**src/rtl/pipe_stage_elastic.sv**
```systemverilog
// Elastic pipeline-stage register with valid/ready handshake.
// SKID_EN=1 adds a second (skid) entry so o_ready comes straight from a flop,
// cutting the combinational ready chain between neighbouring stages.
// SKID_EN=0 is a single register whose ready passes i_ready through.
// Flush empties the stage; with CLEAR_DATA=1 the storage is also set to BUBBLE_VAL.
module pipe_stage_elastic #(
   parameter int unsigned      WIDTH      = 32,
   parameter bit               SKID_EN    = 1'b1,
   parameter logic [WIDTH-1:0] BUBBLE_VAL = '0,
   parameter bit               CLEAR_DATA = 1'b1
) (
   input  logic             i_clk,
   input  logic             i_rst_n,
   input  logic             i_flush,
   input  logic             i_valid,
   output logic             o_ready,
   input  logic [WIDTH-1:0] i_data,
   output logic             o_valid,
   input  logic             i_ready,
   output logic [WIDTH-1:0] o_data,
   output logic [1:0]       o_count
);

   // Encoding doubles as the occupancy count.
   typedef enum logic [1:0] {
      EMPTY = 2'd0,
      ONE   = 2'd1,
      FULL  = 2'd2
   } state_e;

   state_e           state_q, state_d;
   logic [WIDTH-1:0] main_q, main_d;
   logic [WIDTH-1:0] skid_q, skid_d;
   logic             accept;
   logic             pop;

   // Flush beats accept: data offered during a flush cycle is dropped.
   assign accept  = i_valid & o_ready & ~i_flush;
   assign pop     = o_valid & i_ready;
   assign o_valid = (state_q != EMPTY);
   assign o_data  = main_q;
   assign o_count = state_q;

   generate
      if (SKID_EN) begin : g_skid_ready
         logic ready_q;

         // Ready is a flop holding "next state is not FULL".
         always_ff @(posedge i_clk or negedge i_rst_n) begin
            if (!i_rst_n) begin
               ready_q <= 1'b1;
            end else begin
               ready_q <= (state_d != FULL);
            end
         end

         assign o_ready = ready_q;
      end else begin : g_pass_ready
         assign o_ready = ~o_valid | i_ready;
      end
   endgenerate

   // Next-state and storage update; main always holds the older entry.
   always_comb begin
      state_d = state_q;
      main_d  = main_q;
      skid_d  = skid_q;
      if (i_flush) begin
         state_d = EMPTY;
         if (CLEAR_DATA) begin
            main_d = BUBBLE_VAL;
            skid_d = BUBBLE_VAL;
         end
      end else begin
         case (state_q)
            EMPTY: begin
               if (accept) begin
                  state_d = ONE;
                  main_d  = i_data;
               end
            end
            ONE: begin
               if (accept && pop) begin
                  main_d = i_data;
               end else if (accept && SKID_EN) begin
                  state_d = FULL;
                  skid_d  = i_data;
               end else if (pop) begin
                  state_d = EMPTY;
               end
            end
            FULL: begin
               if (pop) begin
                  state_d = ONE;
                  main_d  = skid_q;
               end
            end
            default: begin
               state_d = EMPTY;
            end
         endcase
      end
   end

   // State and payload registers; reset drives the bubble onto o_data at once.
   always_ff @(posedge i_clk or negedge i_rst_n) begin
      if (!i_rst_n) begin
         state_q <= EMPTY;
         main_q  <= BUBBLE_VAL;
         skid_q  <= BUBBLE_VAL;
      end else begin
         state_q <= state_d;
         main_q  <= main_d;
         skid_q  <= skid_d;
      end
   end

endmodule

```
**config.mk**
```make
export PLATFORM = sky130hd
export DESIGN_NAME = pipe_stage_elastic
export DESIGN_NICKNAME = d
export VERILOG_FILES = /design/src/rtl/pipe_stage_elastic.sv
export SDC_FILE = /design/constraint.sdc
export NUM_CORES = 1
export LEC_CHECK = 0
export BUFFER_PORTS_ARGS = -buffer_cell sky130_fd_sc_hd__buf_2
export CELL_PAD_IN_SITES_DETAIL_PLACEMENT = 1
export CELL_PAD_IN_SITES_GLOBAL_PLACEMENT = 1
export CORE_MARGIN = 4
export CORE_UTILIZATION = 45
export DETAILED_ROUTE_END_ITERATION = 6
export GPL_TIMING_DRIVEN = 0
export PLACE_DENSITY = 0.83
export SETUP_SLACK_MARGIN = 0.02
export SLEW_MARGIN = 10
export SYNTH_ARGS = -nofsm -noshare
export SYNTH_HDL_FRONTEND = slang
export SYNTH_SLANG_ARGS = --single-unit
```
**constraint.sdc**
```tcl
create_clock -name i_clk -period 3.6 [get_ports i_clk]
set_clock_uncertainty 0.1 [all_clocks]
set_input_delay 0.36 -clock i_clk [delete_from_list [all_inputs] [get_ports i_clk]]
set_output_delay 0.36 -clock i_clk [all_outputs]
set_load 0.02 [all_outputs]
```
# After elaboration in Yosys (flattened, before gate mapping)
# Cells that the tools add are included.
[word_totals]
register_bits = 67
input_bits = 37
word_cells = 38
[op_classes]
n_eq_ne = 7
n_mux = 15
n_bitwise = 4
n_reduce_logical = 8
[ops]
columns = ["op", "count"]
rows = [
  ["32-bit two-way mux", 7],
  ["32-bit one-hot mux with 3 select lines", 1],
  ["2-bit two-way mux", 6],
  ["3-bit != test, second input constant", 3],
  ["2-bit one-hot mux with 3 select lines", 1],
  ["2-bit nonzero test", 3],
  ["2-bit != test, second input constant", 2],
  ["4-bit AND reduction", 1],
  ["4-bit nonzero test", 1],
  ["1-bit AND", 3],
  ["3-bit AND reduction", 1],
  ["2-bit by 1-bit == test with 1-bit output, second input constant", 1],
  ["2-bit == test, second input constant", 1],
  ["2-bit zero test", 1],
  ["1-bit logical AND", 1],
  ["1-bit inverter", 1],
]

# Depth between registers and ports, before layout
[logic_depth]
ltp_word = 8
depth_mapped = 5
depth_no_buf = 4

# Worst setup path before layout
# No wires, ideal clock.
[synth_path]
path_type = "flip-flop to flip-flop"
start = "register g_skid_ready.ready_q (netlist: o_ready)"
end = "register main_q[0] (netlist: o_data[0])"
setup_time_ns = 0.089
t_arrival_ns = 1.541
path_slack_ns = 1.870
path_stages_with_launch = 6
path_buffers = 1
period_less_slack_ns = 1.730
cell_sequence = "dfstp_2 -> nand2_1 -> o32ai_4 -> buf_6 -> nor2_1 -> a211oi_2"
[synth_between]
elab_chain_cells = 5
elab_cells_between_ends = 6
[synth_rtl]
columns = ["item", "line", "text"]
rows = [
  ["from (decl)", "46", "logic ready_q;"],
  ["from (signal assigned)", "53", "ready_q <= (state_d != FULL);"],
  ["1-bit AND (*) (2 in a row)", "38", "assign accept = i_valid & o_ready & ~i_flush;"],
  ["1-bit logical AND", "83", "if (accept && pop) begin"],
  ["3-bit != test (no source line)", "-", ""],
  ["4-bit AND reduction (no source line) (*)", "-", ""],
  ["to (signal assigned)", "113", "main_q <= main_d;"],
  ["to (decl)", "32", "logic [WIDTH-1:0] main_q, main_d;"],
]
# Every way passes the cells marked *; elsewhere a longest branch is shown, timed or not.
# A chain may end at the register's enable or synchronous reset.

# Worst setup path after layout
# Ends and elaborated chain as after synthesis.

==> reports/metrics.cfg <==
[power_and_ir_drop]
power_leakage_nw=1.80
powerDensity_nw_per_um2=462
ir_worst_vdd_v=0.000213
seq_power_share_pct=46.9
p_sw_w=0.000523
clkPwrFrac_pct=34.1
internal_power_w=0.00130
power_frac_comb_pct=18.9
swShare_pct=28.7

[layout]
layout_common_cells=78 x buf_2, 66 x dfrtp_1, 34 x nand2_1
nets=419
final_common_cell=buf_2
area_growth_pct=21.8
antennaDiodeCount=0
drive_gt1_share_pct=35.8
final_cells=482

[drt]
vias=2499
drcViolationCount=0
firstDrtPassIters=4
routed_wl_um=8320
drt_iter0_markers=68
ant_nets=0
vias_per_cell=5.18
wl_per_cell_um=17.3

[clock_tree]
clockBufferDepth=2
cts_tree=yes
cts_root_buffer=clkbuf_8
cts.sinks=67
numCtsBuffers=9
cts.reportedPaths.clkPinSlew_ns=0.07
clock_latency_ns=0.33
htreeDepth=3

[synthesis]
synth_top_area_cell=dfrtp_1
synth_warnings=0
synth_mux_area_share_pct=9.87
synth_cells=297
synth_cell_type_count=25
yosysSeqAreaShare_pct=51.7
ys_seq_elements=67
synthAdderAreaFrac_pct=0
synth_xor_area_share_pct=0.270
synthTopCellsByArea=dfrtp_1 51%, a211oi_2 11%, mux2i_1 9.9%
synth_top_family_by_area=compound AO/OA/AOI/OAI gates
synth-compound-area-share_pct=18.3
netlist_area_um2=3250
syn_nets=334
synth_top_area_share_pct=50.9
syn_avg_cell_area_um2=10.9
synth-simple-area-share_pct=15.0

[global_routing]
grt_overflow=0
antenna_found_initial=0
grt_pass1_wl_um=14300
grt.total_usage_pct=21.3
grt_max_degree=40
grt_pass1_vias=2875

[placed_design]
numPortBuffers=72
placed_cells_incl_taps=466
place_congestion=0.734
dp_hpwl_um=6020

[job]
cap_viol_max_count=0

[worst_setup_path]
worstSetupStartpoint=o_ready
startpoint_type=flop
r2r_start=o_ready
crit_family=compound AO/OA/AOI/OAI gates
worst-setup-path-type=reg -> reg
cpMaxStageDelayCell=o32ai_4
arrival_ns=2.04
path_max_fanout=10
cpPeakStageDelay_ns=0.57
crit_buf_inv=1
worst_setup_path_end_kind=flop
required_ns=3.73
crit_chain=nand2_1 > o32ai_4 > buf_6 > nor2_1 > a211oi_2

[timing]
setup_viol=0
max_freq_mhz=526
worst_slew_pin_slew_ns=0.751
rsz0062_at_grt=no
setup-tns-final_ns=0
post-route-period-util_pct=52.8
finalHoldViolCount=0
fin_crit_ns=1.90
drv_slew=0
relSlewSlack_pct=49.9

[min_path]
hold_class=in -> reg
min_from=i_data[5]

[floorplanning]
die-area_um2=8640
core_area_um2=6910
start_util_pct=47.0
num_rows=30
die-height_um=92.9
die_w_um=92.9
floorplan.io_pins=73

[run_status]
run_status=completed

==> per-stage QoR <==
stage	power, W	instance area [um^2]	hold WS, ns	setup slack, ns	util (%)
final	0.00183	3950	0.188	1.70	57.2
after global routing	0.00193	3950	0.186	1.58	57.2
after CTS	0.00185	3950	0.175	1.68	57.2
after detailed placement	0.00122	3750	0.223	1.64	54.3
after global placement	0.00120	3730	0.362	1.68	54.0
after floorplan	0.00108	3250	-0.0356	1.87	-
==> registers in the layout, summed over array words and instances, names as in the netlist <==
register	count
o_data	32
skid_q	32
o_count	2
o_ready	1
==> final timing paths <==
| check | endpoint | slack (ns) | cells after the start |
|---|---|---|---|
| worst max register to register | o_data[0] | 1.70 | 5 |
| min in group asynchronous | o_data[9] | 0.40 | 2 |
| worst min register to register | skid_q[5] | 0.39 | 2 |
| worst min-delay path | skid_q[5] | 0.19 | 3 |
| max in group asynchronous | skid_q[30] | 2.45 | 3 |
| worst max-delay path | o_data[0] | 1.70 | 5 |
==> routing by layer <==
layer  vias up  routed length [um]  GRT usage (%)
met5         -                   0              0
met4         0                  78           6.96
met3         8                 278           3.98
met2        53                4250           36.2
met1      1258                3720           27.3
li1       1180                   -              -
==> cell families after synthesis <==
logic type                after synthesis
and+or+nand+nor                       104
AOI/OAI and AO/OA                      68
DFF                                    67
muxes                                  32
buffers and inverters                  25
xor gates and xnor gates                1
==> power groups by stage <==
stage,Sequential (W),Combinational (W),Clock (W)
floorplan,0.000907,0.000175,0
global placement,0.000866,0.000335,0
detailed placement,0.000871,0.000350,0
CTS,0.000857,0.000353,0.000639
global route,0.000865,0.000382,0.000683
finish,0.000857,0.000346,0.000623
==> worst min-delay path, stage by stage <==
cell and delay (ns):
buf_2 0.11, nand2b_1 0.05, o21ai_0 0.06
==> layout make-up <==
cell class / count / area (um^2)
buffer: 23 / 150
clock buffer: 13 / 159
clock inverter: 2 / 35.0
fill: 828 / 2950
inverter: 2 / 7.51
multi-input combinational: 205 / 1410
sequential: 67 / 1680
tap: 96 / 120
timing repair buffer: 74 / 393
==> synth_stat cells <==
library cell  count
nor2b_2           1
nand2_1          34
a211oi_1          4
and3b_1           1
clkbuf_2          2
nand2b_1         33
nor2b_1           1
inv_1             2
a21oi_2           1
o32ai_4           1
buf_2             7
buf_4             6
a211o_1           1
or2_2             1
buf_6             4
mux2i_1          32
o21ai_0          32
a2bb2oi_1         1
dfrtp_1          66
nor2_1           33
buf_1             2
a211oi_2         28
clkbuf_1          2
xor2_1            1
dfstp_2           1
==> what timing repair did <==
item	4_1_cts	5_1_grt
hold buffers	1	0
buffers inserted	0	0
gates resized for setup	0	0
endpoints found under the hold margin	27	0
(Power assumes the default switching activity.)
